<file path="config.mk">
export PLATFORM = sky130hd
export DESIGN_NAME = demux2_stream
export DESIGN_NICKNAME = d
export VERILOG_FILES = /design/src/rtl/demux2_pkg.sv /design/src/rtl/stream_fifo2.sv /design/src/rtl/demux2_stream.sv
export SDC_FILE = /design/constraint.sdc
export NUM_CORES = 1
export LEC_CHECK = 0
export ABC_AREA = 1
export CORE_MARGIN = 3
export CORE_UTILIZATION = 30
export CTS_BUF_LIST = sky130_fd_sc_hd__clkbuf_8
export DETAILED_ROUTE_END_ITERATION = 8
export HOLD_SLACK_MARGIN = 0.1
export MAX_ROUTING_LAYER = met4
export SKIP_LAST_GASP = 1
export SLEW_MARGIN = 0
export SYNTH_ARGS = -nofsm -noshare
export SYNTH_HDL_FRONTEND = slang
export SYNTH_SLANG_ARGS = --single-unit
</file>
<file path="constraint.sdc">
create_clock -name clk -period 1.69 [get_ports clk]
set_input_delay 0.338 -clock clk [delete_from_list [all_inputs] [get_ports clk]]
set_output_delay 0.338 -clock clk [all_outputs]
set_load 0.02 [all_outputs]
</file>
<file path="src/rtl/demux2_pkg.sv">
// Shared types and constants for the 1-to-2 stream demultiplexer.
package demux2_pkg;

   typedef enum logic [1:0] {
      EMPTY = 2'b00,
      ONE   = 2'b01,
      TWO   = 2'b10
   } fifo_state_t;

   localparam logic SEL_A = 1'b0;
   localparam logic SEL_B = 1'b1;

endpackage

</file>
<file path="src/rtl/stream_fifo2.sv">
// Two-entry output buffer: head register drives dout, tail holds a second beat.
// Optional pop counter is built only when DEMUX2_STATS_EN is defined.
module stream_fifo2
   import demux2_pkg::*;
#(
   parameter int n = 16
`ifdef DEMUX2_STATS_EN
   ,
   parameter int CW = 8
`endif
) (
   input  logic          clk,
   input  logic          rst_n,
   input  logic          push,
   input  logic [n-1:0]  din,
   output logic          full,
   input  logic          pop,
   output logic          valid,
   output logic [n-1:0]  dout
`ifdef DEMUX2_STATS_EN
   ,
   output logic [CW-1:0] cnt
`endif
);

   fifo_state_t  state_q, state_d;
   logic [n-1:0] head_q, head_d;
   logic [n-1:0] tail_q, tail_d;

   always_ff @(posedge clk) begin
      if (!rst_n) begin
         state_q <= EMPTY;
         head_q  <= '0;
         tail_q  <= '0;
      end else begin
         state_q <= state_d;
         head_q  <= head_d;
         tail_q  <= tail_d;
      end
   end

   always_comb begin
      state_d = state_q;
      head_d  = head_q;
      tail_d  = tail_q;
      case (state_q)
         EMPTY: begin
            if (push) begin
               state_d = ONE;
               head_d  = din;
            end
         end
         ONE: begin
            // Simultaneous push and pop replaces the head in place.
            if (push && !pop) begin
               state_d = TWO;
               tail_d  = din;
            end else if (push && pop) begin
               head_d  = din;
            end else if (pop) begin
               state_d = EMPTY;
            end
         end
         TWO: begin
            if (pop) begin
               state_d = ONE;
               head_d  = tail_q;
            end
         end
         default: state_d = EMPTY;
      endcase
   end

   assign full  = (state_q == TWO);
   assign valid = (state_q != EMPTY);
   assign dout  = head_q;

`ifdef DEMUX2_STATS_EN
   logic [CW-1:0] cnt_q;

   always_ff @(posedge clk) begin
      if (!rst_n) begin
         cnt_q <= '0;
      end else if (pop) begin
         cnt_q <= cnt_q + CW'(1);
      end
   end

   assign cnt = cnt_q;
`endif

endmodule

</file>
<file path="src/rtl/demux2_stream.sv">
// Registered 1-to-2 stream demultiplexer steering each beat to output a or b.
// Define DEMUX2_STATS_EN to add per-output transfer counters cnt_a/cnt_b.
module demux2_stream
   import demux2_pkg::*;
#(
   parameter int n = 16
`ifdef DEMUX2_STATS_EN
   ,
   parameter int CW = 8
`endif
) (
   input  logic          clk,
   input  logic          rst_n,
   input  logic          enable,
   input  logic          select,
   input  logic          in_valid,
   output logic          in_ready,
   input  logic [n-1:0]  in_data,
   output logic          a_valid,
   input  logic          a_ready,
   output logic [n-1:0]  a,
   output logic          b_valid,
   input  logic          b_ready,
   output logic [n-1:0]  b
`ifdef DEMUX2_STATS_EN
   ,
   output logic [CW-1:0] cnt_a,
   output logic [CW-1:0] cnt_b
`endif
);

   logic full_a, full_b, sel_full;
   logic push_a, push_b;

   // Ready looks only at the selected buffer's fill level, never at a_ready/b_ready.
   assign sel_full = (select == SEL_B) ? full_b : full_a;
   assign in_ready = enable && rst_n && !sel_full;
   assign push_a   = in_valid && in_ready && (select == SEL_A);
   assign push_b   = in_valid && in_ready && (select == SEL_B);

   stream_fifo2 #(
      .n (n)
`ifdef DEMUX2_STATS_EN
      ,
      .CW(CW)
`endif
   ) u_fifo_a (
      .clk  (clk),
      .rst_n(rst_n),
      .push (push_a),
      .din  (in_data),
      .full (full_a),
      .pop  (a_valid && a_ready),
      .valid(a_valid),
      .dout (a)
`ifdef DEMUX2_STATS_EN
      ,
      .cnt  (cnt_a)
`endif
   );

   stream_fifo2 #(
      .n (n)
`ifdef DEMUX2_STATS_EN
      ,
      .CW(CW)
`endif
   ) u_fifo_b (
      .clk  (clk),
      .rst_n(rst_n),
      .push (push_b),
      .din  (in_data),
      .full (full_b),
      .pop  (b_valid && b_ready),
      .valid(b_valid),
      .dout (b)
`ifdef DEMUX2_STATS_EN
      ,
      .cnt  (cnt_b)
`endif
   );

endmodule

</file>
# --- Yosys cells after proc, flatten, opt, wreduce, memory -nomap -nowiden ---
# Cells that the tools add are included.
word_totals:
  input_bits: 23
  output_inout_bits: 35
  register_bits: 68
classes:
  muxes: 23
  n_eq_ne: 16
  n_bitwise: 1
  reduce_logical: 26
op_table:
  columns: ["op", "n"]
  rows:
  - ["$mux W16", 8]
  - ["$pmux W16 S3", 2]
  - ["$mux W2", 10]
  - ["$ne A2 B1 Y1 const B", 6]
  - ["$pmux W2 S3", 2]
  - ["$logic_and A1 B1 Y1", 11]
  - ["$reduce_and A5 Y1", 2]
  - ["$reduce_and A4 Y1", 2]
  - ["$ne A3 B1 Y1 const B", 2]
  - ["$ne A3 B2 Y1 const B", 2]
  - ["$reduce_bool A3 Y1", 2]
  - ["$eq A2 B1 Y1 const B", 2]
  - ["$eq A2 B2 Y1 const B", 2]
  - ["$logic_not A2 Y1", 2]
  - ["$ne A2 B2 Y1 const B", 2]
  - ["$reduce_and A2 Y1", 2]
  - ["$reduce_bool A2 Y1", 2]
  - ["$logic_not A1 Y1", 3]
  - ["$mux W1", 1]
  - ["$not A1 Y1", 1]

# --- Depth between registers and ports, before layout ---
depth:
  word_depth: 10
  depth_mapped: 11
  mapped_depth_nobuf: 10

# --- Hierarchy ---
# From an unflattened synthesis, not the netlist that was laid out.
unflattened:
  cells_unflattened: 498
  hier_area_um2: 3191.8
by_module_without_submodules:
  columns: ["module", "area_each_um2", "instances", "cells_each"]
  rows:
  - ["stream_fifo2", 1564.0, 2, 242]
  - ["demux2_stream", 63.8, 1, 14]

# --- Least setup slack after synthesis ---
# No wires, ideal clock.
synth_path:
  kind: "register to register"
  start: "reg u_fifo_a.state_q[0]"
  end: "reg u_fifo_a.head_q[10] (netlist: u_fifo_a.dout[10])"
  stages_incl_launch_ff: 9
  setup_slack_ns: 0.324
  t_required_ns: 1.577
  synth_period_minus_slack_ns: 1.366
  arrival_ns: 1.253
  path_cell_list: "dfxtp_1 > inv_1 > nand2_4 > nand4_1 > o21ai_0 > o21ai_2 > buf_2 > nor2_1 > nor2_1"
synth_between:
  elab_chain_len: 9
synth_lines:
  columns: ["item", "line_no", "source"]
  rows:
  - ["from (decl)", "stream_fifo2.sv:26", "fifo_state_t state_q, state_d;"]
  - ["from (signal assigned)", "stream_fifo2.sv:36", "state_q <= state_d;"]
  - ["$eq A2 B2 Y1", "stream_fifo2.sv:46, stream_fifo2.sv:74", null]
  - ["$mux W1", "demux2_stream.sv:36", "assign sel_full = (select == SEL_B) ? full_b : full_a;"]
  - ["$logic_not A1 Y1", "demux2_stream.sv:37", "assign in_ready = enable && rst_n && !sel_full;"]
  - ["$logic_and A1 B1 Y1", "demux2_stream.sv:37", null]
  - ["$logic_and A1 B1 Y1 (2 in series)", "demux2_stream.sv:38", "assign push_a = in_valid && in_ready && (select == SEL_A);"]
  - ["$logic_and A1 B1 Y1, on equally long branches", "stream_fifo2.sv:55, stream_fifo2.sv:58", null]
  - ["$ne A2 B2 Y1 (no line) or $ne A2 B1 Y1 (tied branches)", null, null]
  - ["$reduce_and A5 Y1 (no line)", null, null]
  - ["to (signal assigned)", "stream_fifo2.sv:33", "head_q <= '0;"]
  - ["to (signal assigned)", "stream_fifo2.sv:37", "head_q <= head_d;"]
  - ["to (decl)", "stream_fifo2.sv:27", "logic [n-1:0] head_q, head_d;"]
# Several ways; a longest one is shown, not always the timed one.
# A chain may end at the register's enable or synchronous reset.

# --- Worst setup path in the final report ---
layout_path:
  start: "reg u_fifo_b.state_q[0]"
  end: "out in_ready"
layout_between:
  elab_chain_len: 4
layout_lines:
  columns: ["item", "line_no", "source"]
  rows:
  - ["from (decl)", "stream_fifo2.sv:26", null]
  - ["from (signal assigned)", "stream_fifo2.sv:36", null]
  - ["$eq A2 B2 Y1", "stream_fifo2.sv:74", "assign full = (state_q == TWO);"]
  - ["$mux W1", "demux2_stream.sv:36", null]
  - ["$logic_not A1 Y1", "demux2_stream.sv:37", null]
  - ["$logic_and A1 B1 Y1", "demux2_stream.sv:37", null]
  - ["to (decl)", "demux2_stream.sv:17", "output logic in_ready,"]
# Every way passes these cells.

==> flow_summary.yaml <==
status:
  status: "finished clean"
layout:
  diodes: 0
  final_common_cell: "nand2_1"
  multi_input_area_sq_um: 1510
  final_util: 0.413
  seq_area_sq_um: 1360
  design_area_sq_um: 4360
  layout-drive-gt1-share: 0.111
  fill_cells: 1157
  syn_to_final_growth_pct: 31.2
  instances_no_fill: 711
  fin_nets: 595
  final_cell_mix: "nand2_1, inv_1, nor2_1"
power_and_ir_drop:
  internal-power_mw: 2.37
  swShare: 0.260
  cellPowerDensity_nw_per_um2: 736
  power_mw: 3.21
  p_comb_frac: 0.133
  ir_drop_mv: 0.288
  p_switching_mw: 0.833
  p_leak_nw: 2.12
  clkPwrFrac: 0.350
  seqPwrFrac: 0.517
floorplanning:
  start_util: 0.315
  fp.coreArea_sq_um: 10600
  dieHeight_um: 111
  io-pin-count: 58
  die_x_um: 111
  die_area_sq_um: 12400
  placementRows: 37
sta:
  fmax_mhz: 611
  period_needed_ps: 1640
  worstMarginPinSlew_ps: 650
  timing.setup.tns_ps: 0
  setup_viol_count_final: 0
  clock_skew_ps: 7.16
  rsz0062_at_grt: "false"
  fin_crit_sh: 0.969
  maxSlewViolCount: 0
  relSlewSlack: 0.566
  hold_viol: 0
  whs_ps: 448
  setup_ws_ps: 53.2
clocking:
  htreeDepth: 3
  cts_inserted_buffers: 9
  clock_latency_ps: 340
  clock_path_buffers: 2
  root_buffer: "clkbuf_8"
  cts_tree: "done"
  cts.sinks: 68
  cts_hold_buf: 0
  clk_pin_slew_ps: 60
logic_synthesis:
  syn_avg_cell_area_sq_um: 6.50
  muxShareOfSynthArea: 0
  syn_nets: 534
  yosysSeqAreaShare: 0.410
  synth-simple-area-share: 0.341
  synth_seq_cells: 68
  async_reset_ff_frac: 0
  syn_area_sq_um: 3320
  syn-instance-count: 511
  synth_compound_area_frac: 0.108
  synth_edf_count: 0
  synth_xor_xnor_area_share: 0
  synth_cell_types: 23
  synth-warning-count: 0
  synth_area_leader_cell: "dfxtp_1"
  synth_top_family_by_area: "simple AND/OR/NAND/NOR gates"
  synth_top_area_frac: 0.410
  synth_fa_ha_area_frac: 0
  yosys-top-cells-area: "dfxtp_1, nand2_1, inv_1"
  ys.flop_type: "dfxtp_1"
routing:
  vias: 3183
  drc: 0
  wl_per_cell_um: 12.0
  wl_um: 8530
  drt_iter0_drc: 189
  drtPass1Iterations: 4
  drtAntennaViolNets: 0
  vias_per_cell: 4.48
global_routing:
  grt_pass1_wl_um: 14500
  antenna_found_initial: 0
  grtUsageTotal: 0.146
  grt_pass1_vias: 3059
  grt_start_max_net_pins: 66
  overflow: 0
critical_path:
  critPathMaxStageDelay_ps: 380
  worstPathArrival_ps: 1300
  critPathKind: "reg -> out"
  crit_buf_inv: 2
  cp_top_family: "flip-flops"
  crit_chain: "inv_2 -> nand2_4 -> nand2_2 -> a21oi_1 -> clkbuf_2"
  critPathMaxFanout: 3
  cp-start-kind: "flop"
  crit_required_ps: 1350
  worstSetupEndpointType: "output port"
  worst-r2r-setup-slack_ps: 140
  cp_slowest_cell: "dfxtp_1"
place:
  io_buffer_count: 57
  place_area_sq_um: 4120
  place.gp.congestion: 0.765
  numPlacedInstances: 694
  pre_cts_slack_ps: -389
  hpwl_um: 5870
job:
  maxCapViolations: 0
hold_path:
  min_path_type: "reg -> reg"
[flip-flops by register name (all words and copies together), names as in the netlist]
signal and cells:
u_fifo_b.tail_q 16, u_fifo_b.dout 16, u_fifo_a.tail_q 16, u_fifo_a.dout 16, u_fifo_b.state_q 2, u_fifo_a.state_q 2
[power by group through the flow]
stage | registers, mW | logic (mW) | clock network [mW]
2_1_floorplan | 1.74 | 0.179 | 0
3_3_place_gp | 1.69 | 0.421 | 0
3_5_place_dp | 1.69 | 0.424 | 0
4_1_cts | 1.66 | 0.426 | 1.16
5_1_grt | 1.66 | 0.476 | 1.22
6_report | 1.66 | 0.427 | 1.12
[area by class of cell]
cell class / instances / share of cell area
Multi-Input combinational cell: 325 / 0.348
Inverter: 90 / 0.0776
Clock buffer: 10 / 0.0316
Sequential cell: 68 / 0.313
Timing Repair Buffer: 78 / 0.187
Clock inverter: 4 / 0.00431
Tap cell: 136 / 0.0391
[routing by layer]
metal  track usage  vias to the layer above  wire, um
met1         0.172                     1448      3960
li1              -                     1675         -
met5             -                        -         0
met2         0.247                       51      4160
met3        0.0404                        9       334
met4        0.0341                        0        78
[cell usage after synthesis, types with 2 or more instances]
library cell	count
nand2_4	2
nand3b_1	16
nor2_1	85
nand3_1	4
nand2_1	114
buf_4	2
o21ai_0	48
a21oi_1	22
buf_2	9
nand4_1	18
nand2_2	10
clkbuf_1	15
dfxtp_1	68
inv_1	89
[logic make-up (layout without fill, tap and decap cells)]
kind of cell	count (synthesis)	in the layout
flip-flops	68	68
AO/OA/AOI/OAI	71	71
AND/OR/NAND/NOR	254	254
buffers and inverters	118	182
[worst register-to-register path, cell delays in order, from the launching register on]
cell and delay, ps:
dfxtp_1 380, inv_2 80, nand2_4 70, nand2_2 50
nand2_1 100, and3_1 250, nand3_4 280, nand2_2 130
inv_1 50, nor2_1 100
[timing repair]
action                                  4_1_cts  5_1_grt
pin swaps                                     0        4
setup buffers                                 0        2
resized for setup                             6       21
endpoints found under the hold margin         0        0
cloned                                        0        1
endpoints found under the setup margin        4       53
[path summary, 6_finish.rpt]
kind                                                        from                         endpoint  cells after the start
worst max register to register  u_fifo_b.state_q[0]$_SDFFE_PN0P_  u_fifo_b.tail_q[4]$_SDFFE_PN0N_                      9
worst min-delay path             u_fifo_a.tail_q[4]$_SDFFE_PN0P_  u_fifo_a.tail_q[4]$_SDFFE_PN0P_                      2
worst max-delay path            u_fifo_b.state_q[0]$_SDFFE_PN0P_                         in_ready                      5
worst min register to register   u_fifo_a.tail_q[4]$_SDFFE_PN0P_  u_fifo_a.tail_q[4]$_SDFFE_PN0P_                      2
No activity file was read; power rests on OpenSTA's default activity.
